<file path="src/rtl/sonar_echo_emulator_pkg.sv">
// Shared types and constants for the sonar echo emulator.
// States, register addresses and control bit positions.
package sonar_pkg;

  typedef enum logic [2:0] {
    IDLE,
    TRIG,
    BURST,
    ECHO,
    HOLDOFF
  } state_t;

  localparam logic ADDR_CTRL  = 1'b0;
  localparam logic ADDR_WIDTH = 1'b1;

  localparam int CTRL_EN  = 0;
  localparam int CTRL_CLR = 1;

  localparam int STAT_EN    = 0;
  localparam int STAT_BUSY  = 1;
  localparam int STAT_SHORT = 2;

endpackage

</file>
<file path="src/rtl/sonar_echo_emulator_if.sv">
// CPU register bus of the sonar echo emulator.
// master = CPU side, slave = emulator side.
interface sonar_echo_emulator_if;

  logic        addr;
  logic        write;
  logic [31:0] write_data;
  logic [31:0] read_data;

  modport master (
    output addr,
    output write,
    output write_data,
    input  read_data
  );

  modport slave (
    input  addr,
    input  write,
    input  write_data,
    output read_data
  );

endinterface

</file>
<file path="src/rtl/sonar_echo_emulator_sync2.sv">
// Two-flop synchronizer, async active-low reset to 0.
// Used for the asynchronous trigger input.
module sonar_sync2 (
  input  logic clk,
  input  logic reset_all,
  input  logic d,
  output logic q
);

  logic meta;

  always_ff @(posedge clk or negedge reset_all) begin
    if (!reset_all) begin
      meta <= 1'b0;
      q    <= 1'b0;
    end else begin
      meta <= d;
      q    <= meta;
    end
  end

endmodule

</file>
<file path="src/rtl/sonar_echo_emulator.sv">
// Ultrasonic sensor stand-in: qualifies trigger, then drives a programmed echo.
// Define SONAR_EMU_TIMEOUT_EN to make a zero width emit a TIMEOUT_CYCLES echo.
module sonar_echo_emulator
  import sonar_pkg::*;
#(
  parameter int COUNT_WIDTH     = 32,
  parameter int MIN_TRIG_CYCLES = 500,
  parameter int BURST_CYCLES    = 400,
  parameter int HOLDOFF_CYCLES  = 1000,
  parameter int TIMEOUT_CYCLES  = 1900000
) (
  input  logic                   clk,
  input  logic                   reset_all,
  sonar_echo_emulator_if.slave   bus,
  input  logic                   trigger,
  output logic                   echo
);

  localparam logic [COUNT_WIDTH-1:0] TRIG_LOAD =
    COUNT_WIDTH'(MIN_TRIG_CYCLES - 1);
  localparam logic [COUNT_WIDTH-1:0] BURST_LOAD =
    COUNT_WIDTH'(BURST_CYCLES - 1);
  localparam logic [COUNT_WIDTH-1:0] HOLD_LOAD =
    COUNT_WIDTH'(HOLDOFF_CYCLES - 1);

  if (MIN_TRIG_CYCLES < 1 || BURST_CYCLES < 1 ||
      HOLDOFF_CYCLES < 1 || TIMEOUT_CYCLES < 1 ||
      COUNT_WIDTH > 32) begin : g_bad_param
    $error("sonar_echo_emulator: bad parameter");
  end

  state_t                 state;
  logic [COUNT_WIDTH-1:0] cnt;
  logic [COUNT_WIDTH-1:0] shadow;
  logic [COUNT_WIDTH-1:0] echo_width;
  logic                   enable;
  logic                   trig_short;
  logic                   need_low;
  logic                   trig_s;
  logic                   short_det;
  logic                   wr_ctrl;
  logic                   wr_width;

  sonar_sync2 u_sync (
    .clk       (clk),
    .reset_all (reset_all),
    .d         (trigger),
    .q         (trig_s)
  );

  assign wr_ctrl  = bus.write && (bus.addr == ADDR_CTRL);
  assign wr_width = bus.write && (bus.addr == ADDR_WIDTH);

  assign short_det = (state == TRIG) && enable &&
                     !trig_s && (cnt != '0);

  always_ff @(posedge clk or negedge reset_all) begin
    if (!reset_all) begin
      enable     <= 1'b0;
      trig_short <= 1'b0;
      echo_width <= '0;
      bus.read_data <= '0;
    end else begin
      if (wr_ctrl) enable <= bus.write_data[CTRL_EN];
      if (wr_width) echo_width <= bus.write_data[COUNT_WIDTH-1:0];
      // a new short detection beats a same-cycle clear
      if (short_det)
        trig_short <= 1'b1;
      else if (wr_ctrl && bus.write_data[CTRL_CLR])
        trig_short <= 1'b0;
      if (bus.addr == ADDR_WIDTH) begin
        bus.read_data <= 32'(echo_width);
      end else begin
        bus.read_data             <= '0;
        bus.read_data[STAT_EN]    <= enable;
        bus.read_data[STAT_BUSY]  <= (state != IDLE);
        bus.read_data[STAT_SHORT] <= trig_short;
      end
    end
  end

  always_ff @(posedge clk or negedge reset_all) begin
    if (!reset_all) begin
      state    <= IDLE;
      cnt      <= '0;
      shadow   <= '0;
      need_low <= 1'b0;
      echo     <= 1'b0;
    end else if (state != IDLE && !enable) begin
      state    <= IDLE;
      echo     <= 1'b0;
      need_low <= trig_s;
    end else begin
      unique case (state)
        IDLE: begin
          echo <= 1'b0;
          if (!trig_s) need_low <= 1'b0;
          if (enable && trig_s && !need_low) begin
            state <= TRIG;
            cnt   <= TRIG_LOAD;
          end
        end
        TRIG: begin
          if (trig_s) begin
            if (cnt != '0) cnt <= cnt - 1'b1;
          end else if (cnt == '0) begin
            shadow <= echo_width;
            state  <= BURST;
            cnt    <= BURST_LOAD;
          end else begin
            state <= IDLE;
          end
        end
        BURST: begin
          if (cnt != '0) begin
            cnt <= cnt - 1'b1;
          end else if (shadow == '0) begin
`ifdef SONAR_EMU_TIMEOUT_EN
            state <= ECHO;
            echo  <= 1'b1;
            cnt   <= COUNT_WIDTH'(TIMEOUT_CYCLES - 1);
`else
            state <= HOLDOFF;
            cnt   <= HOLD_LOAD;
`endif
          end else begin
            state <= ECHO;
            echo  <= 1'b1;
            cnt   <= shadow - 1'b1;
          end
        end
        ECHO: begin
          if (cnt != '0) begin
            cnt <= cnt - 1'b1;
          end else begin
            state <= HOLDOFF;
            echo  <= 1'b0;
            cnt   <= HOLD_LOAD;
          end
        end
        HOLDOFF: begin
          // a trigger still high here must fall before it can count again
          if (cnt != '0) begin
            cnt <= cnt - 1'b1;
          end else begin
            state    <= IDLE;
            need_low <= trig_s;
          end
        end
        default: begin
          state <= IDLE;
          echo  <= 1'b0;
        end
      endcase
    end
  end

endmodule

</file>
<file path="src/flat_wrapper.sv">
// flat-port wrapper written by rule: the top's interface ports become plain ports
module sonar_echo_emulator_flat import sonar_pkg::*;
#(
  parameter int COUNT_WIDTH     = 32,
  parameter int MIN_TRIG_CYCLES = 500,
  parameter int BURST_CYCLES    = 400,
  parameter int HOLDOFF_CYCLES  = 1000,
  parameter int TIMEOUT_CYCLES  = 1900000
)
  (clk, reset_all, trigger, echo, bus_addr, bus_write, bus_write_data, bus_read_data);
  sonar_echo_emulator_if bus_i ();
  input  logic clk;
  input  logic reset_all;
  input  logic trigger;
  output logic echo;
  input wire logic [$bits(bus_i.addr)-1:0] bus_addr;
  input wire logic [$bits(bus_i.write)-1:0] bus_write;
  input wire logic [$bits(bus_i.write_data)-1:0] bus_write_data;
  output wire logic [$bits(bus_i.read_data)-1:0] bus_read_data;
  assign bus_i.addr = bus_addr;
  assign bus_i.write = bus_write;
  assign bus_i.write_data = bus_write_data;
  assign bus_read_data = bus_i.read_data;
  sonar_echo_emulator #(.COUNT_WIDTH(COUNT_WIDTH), .MIN_TRIG_CYCLES(MIN_TRIG_CYCLES), .BURST_CYCLES(BURST_CYCLES), .HOLDOFF_CYCLES(HOLDOFF_CYCLES), .TIMEOUT_CYCLES(TIMEOUT_CYCLES)) u_core (.clk(clk), .reset_all(reset_all), .bus(bus_i), .trigger(trigger), .echo(echo));
endmodule
</file>
<file path="config.mk">
export PLATFORM = sky130hd
export DESIGN_NAME = sonar_echo_emulator_flat
export DESIGN_NICKNAME = d
export VERILOG_FILES = /design/src/rtl/sonar_echo_emulator_pkg.sv /design/src/rtl/sonar_echo_emulator_if.sv /design/src/rtl/sonar_echo_emulator_sync2.sv /design/src/rtl/sonar_echo_emulator.sv /design/src/flat_wrapper.sv
export SDC_FILE = /design/constraint.sdc
export NUM_CORES = 1
export LEC_CHECK = 0
export ABC_AREA = 1
export BUFFER_PORTS_ARGS = -buffer_cell sky130_fd_sc_hd__buf_2
export CORE_MARGIN = 1.5
export CORE_UTILIZATION = 35
export CTS_CLUSTER_SIZE = 16
export DETAILED_ROUTE_END_ITERATION = 10
export PLACE_DENSITY = 0.57
export SETUP_SLACK_MARGIN = 0.4
export SLEW_MARGIN = 15
export SYNTH_ARGS = -nofsm -noshare
export SYNTH_HDL_FRONTEND = slang
export SYNTH_SLANG_ARGS = --single-unit
</file>
<file path="constraint.sdc">
create_clock -name clk -period 2.4 [get_ports clk]
set_input_delay 0.48 -clock clk [delete_from_list [all_inputs] [get_ports clk]]
set_output_delay 0.48 -clock clk [all_outputs]
set_load 0.01 [all_outputs]
</file>
== After elaboration in Yosys (flattened, before gate mapping) ==
Index checks and enable logic that the tools add are counted.
Word-level totals
  register bits: 137
  latch bits: 0
  memory bits (writable): 0
  ROM bits: 0
  input port bits: 37
  output and inout bits: 33
  word-level logic and storage cells: 85
  memories: 0
Cells by class
  add/subtract/negate cells: 2
  $mul: 0
  divide/modulo/power cells: 0
  $lt $le $gt $ge: 0
  eq/ne operators: 14
  shift operators: 0
  muxes and demuxes: 29
  bitwise gates (word level): 3
  reduce and logical (&&, ||, !) cells: 26
Operators with widths (number)
  two-way mux 32 bit: 8
  case mux 32 bit (5 select lines): 1
  logical NOT 32 bit: 2
  subtractor 32 x 1 -> 32 bit (second input constant): 2
  nonzero test 32 bit: 1
  two-way mux 3 bit: 7
  != test 3 x 2 -> 1 bit (second input constant): 5
  case mux 3 bit (5 select lines): 1
  AND reduction 4 bit: 3
  logical AND 1 bit: 9
  two-way mux 1 bit: 9
  == test 3 x 2 -> 1 bit (second input constant): 2
  != test 3 bit (second input constant): 2
  nonzero test 3 bit: 2
  AND reduction 5 bit: 1
  nonzero test 5 bit: 1
  != test 2 x 1 -> 1 bit (second input constant): 2
  == test 3 x 1 -> 1 bit (second input constant): 1
  == test 3 bit (second input constant): 1
  logical NOT 1 bit: 3
  logical NOT 3 bit: 1
  != test 3 x 1 -> 1 bit (second input constant): 1
  inverter 1 bit: 3
  case mux 1 bit (3 select lines): 1
  other kinds (5): 5

== Longest topological paths before layout ==
Gate-level depths: netlist (run 1).
  word-level depth: 5
  gate-level depth with buffers: 13
  depth with buffers taken out: 13

== By module ==
From an unflattened synthesis (run 1), not the netlist that was laid out.
Unflattened totals
  cells, all modules: 1045
  area, all modules: 7646.1 um2
By module, submodules not included
  sonar_echo_emulator: instances 1, cells each 1043, area each 7596.0 um2, seq. area each 3378.2 um2
  sonar_sync2: instances 1, cells each 2, area each 50.0 um2, seq. area each 50.0 um2

== Least setup slack after synthesis (run 1) ==
OpenSTA, ideal clock, no wires.
  kind: reg-to-reg
  start: reg u_core.cnt[0]
  end: reg u_core.cnt[0]
  setup time: 0.117 ns
  data arrival time: 2.004 ns
  data required time: 2.283 ns
  slack: 0.279 ns
  cell stages (with the launch flop): 14
  path buffers: 0
  period minus slack after synthesis: 2.121 ns
  path through: dfrtp_1 -> inv_1 -> ha_1 -> nand3_4 -> nor2_8 -> nand3_2 -> nor2_4 -> nand2_2 -> ha_1 -> o21ai_0 -> o21a_1 -> nand2_1 -> nor2_1 -> nor2_1
On the way
  word-level cells in the longest chain between the ends: 4
  elaborated cells between the ends (all ways): 10
  those cells by class: add/sub: 1; eq/ne: 1; mux: 5; reduce/logical: 3
RTL lines
  from (decl): RTL line sonar_echo_emulator.sv:33  | logic [COUNT_WIDTH-1:0] cnt;
  from (signal assigned): RTL line sonar_echo_emulator.sv:105  | if (cnt != '0) cnt <= cnt - 1'b1;
  from (signal assigned): RTL line sonar_echo_emulator.sv:116  | cnt <= cnt - 1'b1;
  from (signal assigned): RTL line sonar_echo_emulator.sv:129  | cnt <= shadow - 1'b1;
  subtractor 32 x 1 -> 32 bit / nonzero test 32 bit (equally long branches)
  two-way mux 32 bit: RTL line sonar_echo_emulator.sv:105, sonar_echo_emulator.sv:143
  two-way mux 32 bit: RTL line sonar_echo_emulator.sv:104  | if (trig_s) begin
  case mux 32 bit (5 select lines): RTL line sonar_echo_emulator.sv:94  | unique case (state)
Several ways; a longest one is shown, not always the timed one.
A chain may end at the register's enable or synchronous reset.

== Worst setup path after layout (run 1) ==
  start: reg u_core.cnt[0]
  end: reg u_core.cnt[7]
The elaborated chain is that of the path after synthesis.

==> impl_metrics.ini, run 1 <==
[cts]
cts_tree = done
clock-root-buffer = clkbuf_16
clkSinkCount = 137
clk_latency_ns = 0.43
cts.clk_slew.worst_paths_ns = 0.07
htreeDepth = 4
cts_buffer_depth = 2
cts_buffers = 17

[detailed_routing]
drcViolationCount = 0
drtPass1Iterations = 5
routedWlPerCell_um = 15.39
drtIter0Drc = 476
vias = 7072
avgViaCountPerCell = 4.864
ant_nets = 0
wirelength_um = 22380

[cells_and_area]
nets = 1206
final_cells = 1454
drive_gt1_frac = 0.2655
antenna_cells = 0
final_common_cell = nand2_1
syn2layout_area_growth_pct = 28.59
multiInputGateArea_sq_um = 3905
ff_latch_area_sq_um = 3451
fill_cells = 2086
layout_common_cells = 255 x nand2_1, 125 x inv_1, 119 x dfrtp_1, 118 x nor2_1, 68 x buf_2

[sta]
rsz0062_at_grt = true
tightest_slew_ns = 0.6642
fmax_ghz = 0.5017
fin_ws_ns = 0.4070
hold_viol_final = 0
finalCritPeriodShare = 0.8304
finalSetupTns_ns = 0
finClkSkew_ns = 0.01747
max_slew_margin = 0.5531
maxSlewViolCount = 0
min_period_ns = 1.993
setup_viol = 0

[global_route]
grt_max_degree = 65
grt_pass1_wl_um = 34180
grt_overflow = 0
grt_pass1_vias = 6655
antenna_found_initial = 0
grt_use_total = 0.1959

[placed_design]
io_buffers = 69
dp_cells = 1387
dp_hpwl_um = 15550
gp_congestion = 0.9075
pre_cts_ws_ns = 0.2071

[critical_path]
start_kind = flip-flop
startpoint = u_core.cnt[0]$_DFFE_PN0P_
crit_arrival_ns = 2.35
rrSetupSlack_ns = 0.41
path_class = flip-flop to flip-flop
reg2reg_depth = 13
required_ns = 2.76
r2r-end = u_core.cnt[7]$_DFFE_PN0P_
endpoint_kind = flip-flop
worstReg2RegStart = u_core.cnt[0]$_DFFE_PN0P_
path_max_fanout = 3

[synthesis]
netlist_area_sq_um = 7607
synthTopCellsByArea = dfrtp_1 45%, nand2_1 14%, nor2_1 7.5%
ys_seq_elements = 137
syn-num-nets = 1081
ys_seq_area_frac = 0.4507
yosys.area.top_type_share = 0.4507
post_synth.cell_area_avg_sq_um = 7.308
synth_area_leader_cell = dfrtp_1
syn-instance-count = 1041
synth.distinct_cells = 39
ys_warn_count = 0

[floorplanning]
die_y_um = 150.4
rows = 53
initial_core_util = 0.3596
ioPinCount = 70
core_sq_um = 21150
die-area_sq_um = 22630
fp.dieW_um = 150.4

[power_and_ir_drop]
p_switching_w = 0.002671
max-vdd-ir-drop_uv = 494.1
powerDensity_nw_per_um2 = 762.3
clockPowerShare = 0.351
power_frac_seq = 0.367
sw_frac_of_total = 0.3581
comb_power_share = 0.282
power_leakage_nw = 5.262
internal_power_w = 0.004786

[hold_path]
hp-class = primary input to asynchronous set/reset pin

[run_status]
outcome = finished clean

[run]
drv_cap = 0
[per-layer routing]
layer	vias up	wire length (um)	track usage
li1	3523	-	-
met1	3332	10470	0.2742
met2	182	10500	0.3032
met3	35	844	0.03030
met4	0	563	0.07794
met5	-	0	0
[cell families after synthesis]
logic type | share of synthesized area
adders and majority gates | 0.004935
DFF | 0.4507
xor gates and xnor gates | 0.04260
buffers and inverters | 0.08914
and+or+nand+nor | 0.3163
muxes | 0.001480
AOI/OAI and AO/OA | 0.09490
[Yosys cell counts]
master	number
nand2_1	289
nor2_1	153
dfrtp_1	137
inv_1	129
nand3_1	61
o21ai_1	46
a21oi_1	45
o21ai_0	40
xor2_1	29
nand4_1	12
clkbuf_1	10
inv_2	10
nor2_2	9
buf_2	8
nor2_4	8
xnor2_1	8
nor3_1	7
nand2_2	5
buf_4	4
buf_6	4
ha_1	3
o211ai_1	3
a31oi_1	2
nand3_2	2
nand3b_1	2
o31ai_1	2
a32oi_1	1
clkinv_1	1
mux2_2	1
nand2_4	1
nand3_4	1
nand4_2	1
nand4_4	1
nor2_8	1
nor3_4	1
nor3b_1	1
nor4_1	1
o21a_1	1
or2_2	1
[registers in the layout (all words and copies together), names as in the netlist, 3 cells and up]
signal                flops
u_core.shadow            32
u_core.bus.read_data     32
u_core.state              3
u_core.cnt               32
u_core.echo_width        32
[worst max-delay path by stage]
stage	slack, ns	to	depth (start not counted)
finish	0.41	u_core.cnt[7]$_DFFE_PN0P_	13
global route	0.33	u_core.cnt[7]$_DFFE_PN0P_	12
CTS	0.38	u_core.cnt[18]$_DFFE_PN0P_	10
detailed placement	0.21	u_core.cnt[0]$_DFFE_PN0P_	13
global placement	0.26	u_core.cnt[0]$_DFFE_PN0P_	13
floorplan	0.39	u_core.cnt[0]$_DFFE_PN0P_	13
[through the flow]
stage          total power [W]  hold slack (ns)  instance area [sq um]    util
2_1_floorplan         0.003947           0.1844                   7620       -
4_1_cts               0.007232          0.02728                   9109  0.4306
6_report              0.007457         0.008197                   9782  0.4624
3_3_place_gp          0.004547           0.3363                   8426  0.3983
5_1_grt               0.007848          0.04289                   9782  0.4624
3_5_place_dp          0.004546           0.3450                   8426  0.3983
[power by group through the flow]
| stage | combinational, W | sequential (W) | clock, W |
|---|---|---|---|
| after floorplan | 0.00121 | 0.00274 | 0 |
| after global placement | 0.00182 | 0.00273 | 0 |
| after detailed placement | 0.00181 | 0.00274 | 0 |
| after CTS | 0.00187 | 0.00270 | 0.00266 |
| after global routing | 0.00233 | 0.00276 | 0.00276 |
| final | 0.00210 | 0.00273 | 0.00262 |
[repair_timing]
item	CTS	global route
hold buffers	0	0
pin swaps	4	25
cloned	0	6
setup buffers	8	21
setup endpoints to repair	64	69
resized for setup	15	129
[worst max-delay path, stage by stage (launching register included)]
cell     delay (ns)
dfrtp_1        0.40
inv_2          0.09
ha_4           0.16
nand3_4        0.11
nor2_8         0.12
nand3_4        0.08
nor2_4         0.14
nand2_4        0.07
buf_4          0.15
nor2_1         0.13
o21ai_0        0.23
nand2_1        0.12
o21ai_1        0.07
inv_1          0.06
[cell type report]
cell class,count,area share
Multi-Input combinational cell,738,0.3992
Sequential cell,137,0.3528
Timing Repair Buffer,132,0.09811
Inverter,140,0.05513
Clock buffer,17,0.04349
Tap cell,275,0.03518
Clock inverter,15,0.01612
No activity file was read; power rests on OpenSTA's default activity.
==> run 2, diff against run 1 <==
--- a/config.mk
+++ b/config.mk
@@ -5,13 +5,13 @@
 export SDC_FILE = /design/constraint.sdc
 export NUM_CORES = 1
 export LEC_CHECK = 0
-export ABC_AREA = 1
+export ABC_AREA = 0
 export BUFFER_PORTS_ARGS = -buffer_cell sky130_fd_sc_hd__buf_2
 export CORE_MARGIN = 1.5
 export CORE_UTILIZATION = 35
 export CTS_CLUSTER_SIZE = 16
 export DETAILED_ROUTE_END_ITERATION = 10
-export PLACE_DENSITY = 0.57
+export PLACE_DENSITY = 0.59
 export SETUP_SLACK_MARGIN = 0.4
 export SLEW_MARGIN = 15
 export SYNTH_ARGS = -nofsm -noshare
==> constraint.sdc (replaced) <==
create_clock -name clk -period 1.65 [get_ports clk]
set_input_delay 0.33 -clock clk [delete_from_list [all_inputs] [get_ports clk]]
set_output_delay 0.33 -clock clk [all_outputs]
set_load 0.01 [all_outputs]
==> impl_metrics.ini, run 2 <==
[run_status]
outcome = finished, violations left
failed_checks = setup timing

[detailed_routing]
drtIter0Drc = 520
avgViaCountPerCell = 5.308
vias = 6730
routedWlPerCell_um = 18.73
drtPass1Iterations = 7
drcViolationCount = 0
wirelength_um = 23750
ant_nets = 0

[sta]
rsz0062_at_grt = true
hold_viol_final = 0
finalCritPeriodShare = 1.504
finClkSkew_ns = 0.009641
fmax_ghz = 0.4030
holdWs_ns = 0.1283
max_slew_margin = 0.6716
maxSlewViolCount = 0
setup_viol = 70
tightest_slew_ns = 0.4909
min_period_ns = 2.481
fin_ws_ns = -0.8315

[global_route]
met2_usage = 0.3636
grt_max_degree = 42
met3_usage = 0.04013
grt_pass1_vias = 6898
antenna_found_initial = 0
grt_overflow = 0
grt_pass1_wl_um = 37340
grt_use_met1 = 0.3040
top_usage_layer = met2
grt_use_total = 0.2251

[critical_path]
reg2reg_depth = 9
critPathSlowestCell = or3_4
crit_cells = 9
required_ns = 1.96
path_delay_family = simple AND/OR/NAND/NOR gates
crit_buf_inv = 0
path_cells = nor4_4 > nand4_1 > or3_4 > ha_4 > nor4bb_2 > a21oi_1 > o22a_1 > o21ai_1 > o21ai_1
crit_top_cell = o21ai_1
start_kind = flip-flop
endpoint_kind = flip-flop
max_stage_delay_ns = 0.42
crit_arrival_ns = 2.79
path_max_fanout = 2
path_class = flip-flop to flip-flop

[synthesis]
syn-num-nets = 714
yosys-top-cells-count = 137 x dfrtp_1, 67 x mux2_2, 38 x nor2_1, 37 x o21ai_0, 32 x and2_1
ys_warn_count = 0
syn-instance-count = 674
synth.distinct_cells = 70
ys_seq_area_frac = 0.4799
ys_seq_elements = 137
synthTopCellsByArea = dfrtp_1 48%, mux2_2 11%, and2_1 2.8%
post_synth.cell_area_avg_sq_um = 10.60
yosys.cell_count.top_type = dfrtp_1
netlist_area_sq_um = 7143
yosys.area.top_type_share = 0.4799
async_flop_share = 1.000
synth_edf_count = 0
synth_area_leader_cell = dfrtp_1
synth-main-ff-cell = dfrtp_1

[floorplanning]
rows = 52
initial_core_util = 0.3553
die_y_um = 145.9
fp.dieW_um = 145.9
core_sq_um = 20100
die-area_sq_um = 21280
ioPinCount = 70

[cells_and_area]
syn2layout_area_growth_pct = 58.99
layout_common_cells = 206 x buf_4, 137 x dfrtp_1, 64 x mux2_2, 64 x buf_2, 40 x buf_6
antenna_cells = 0
nets = 1025
final_common_cell = buf_4
final_util = 0.5649
drive_gt1_frac = 0.5531

[power_and_ir_drop]
max-vdd-ir-drop_uv = 968.0
powerDensity_nw_per_um2 = 1006
clockPowerShare = 0.349
sw_frac_of_total = 0.3344
comb_power_share = 0.304
p_switching_w = 0.003823
internal_power_w = 0.007608
power_leakage_nw = 5.430
power_frac_seq = 0.347

[cts]
clock-root-buffer = clkbuf_16
cts_buffers = 17
clkSinkCount = 137
cts_tree = done
htreeDepth = 4
cts_buffer_depth = 2
clk_latency_ns = 0.43
cts.clk_slew.worst_paths_ns = 0.07

[hold_path]
hp-class = primary input to flip-flop
holdPathStages = 2

[placed_design]
dp_hpwl_um = 15970
io_buffers = 69
gp_congestion = 0.9780

[run]
drv_cap = 0
==> run 2: worst paths after layout <==
check	start	endpoint	slack, ns
setup / recovery	u_core.cnt[16]$_DFFE_PN0P_	u_core.cnt[0]$_DFFE_PN0P_	-0.83
hold / removal	bus_write_data[19]	u_core.echo_width[19]$_DFFE_PN0P_	0.13
setup reg to reg	u_core.cnt[16]$_DFFE_PN0P_	u_core.cnt[0]$_DFFE_PN0P_	-0.83
hold reg to reg	u_core.u_sync.meta$_DFF_PN0_	u_core.u_sync.q$_DFF_PN0_	0.35
max in group asynchronous	reset_all	u_core.echo_width[7]$_DFFE_PN0P_	0.69
min in group asynchronous	reset_all	u_core.cnt[26]$_DFFE_PN0P_	0.40
==> run 2: worst reg2reg max path, delay by kind of cell, from the launching register on <==
family | cells | cell delay (ns)
flops | 1 | 0.40
fa+ha+maj | 1 | 0.23
compound gates | 4 | 0.50
simple gates | 4 | 1.23
==> run 2: power by group through the flow <==
stage | combinational, W | clock (W) | sequential, W
after detailed placement | 0.00290 | 0 | 0.00402
after global placement | 0.00290 | 0 | 0.00401
after CTS | 0.00318 | 0.00404 | 0.00395
after floorplan | 0.00143 | 0 | 0.00406
final | 0.00348 | 0.00399 | 0.00396
after global routing | 0.00372 | 0.00417 | 0.00401
==> run 2: area by class of cell <==
| class | count | area (sq um) |
|---|---|---|
| Clock buffer | 17 | 425.4 |
| Clock inverter | 15 | 195.2 |
| Fill cell | 1649 | 8747 |
| Inverter | 10 | 37.54 |
| Multi-Input combinational cell | 491 | 4280 |
| Sequential cell | 137 | 3428 |
| Tap cell | 270 | 337.8 |
| Timing Repair Buffer | 328 | 2653 |
==> run 2: timing repair <==
item                                   4_1_cts  5_1_grt
hold buffers                                 2        0
gates resized for setup                    107       71
endpoints found under the hold margin       39        0
cloned                                       4        0
setup endpoints to repair                  100      104
pin swaps                                   61       33
buffers inserted                            39       11
==> run 2: per-stage QoR <==
step / setup slack, ns / area [sq um] / total power (W) / TNS (ns) / std cells
2_1_floorplan: -0.8437 / 7381 / 0.005491 / -38.76 / 674
3_3_place_gp: -0.7820 / 9458 / 0.006910 / -43.81 / 1180
3_5_place_dp: -0.8177 / 9458 / 0.006918 / -44.63 / 1180
4_1_cts: -0.7675 / 10900 / 0.01118 / -44.35 / 1257
5_1_grt: -0.9479 / 11360 / 0.01189 / -59.03 / 1268
6_report: -0.8315 / 11360 / 0.01143 / -52.47 / 1268
==> run 2: cell families after synthesis <==
group	count (synthesis)	synth area share
simple gates	242	0.2077
compound gates	146	0.1344
flops	137	0.4799
mux	68	0.1070
buf+inv	47	0.02768
xor+xnor	31	0.03801
fa+ha+maj	3	0.005255
==> run 2: routing by layer <==
| layer | up-vias | wire, um |
|---|---|---|
| met3 | 65 | 1550 |
| li1 | 3124 | - |
| met1 | 3261 | 10020 |
| met4 | 0 | 790 |
| met5 | - | 0 |
| met2 | 280 | 11390 |
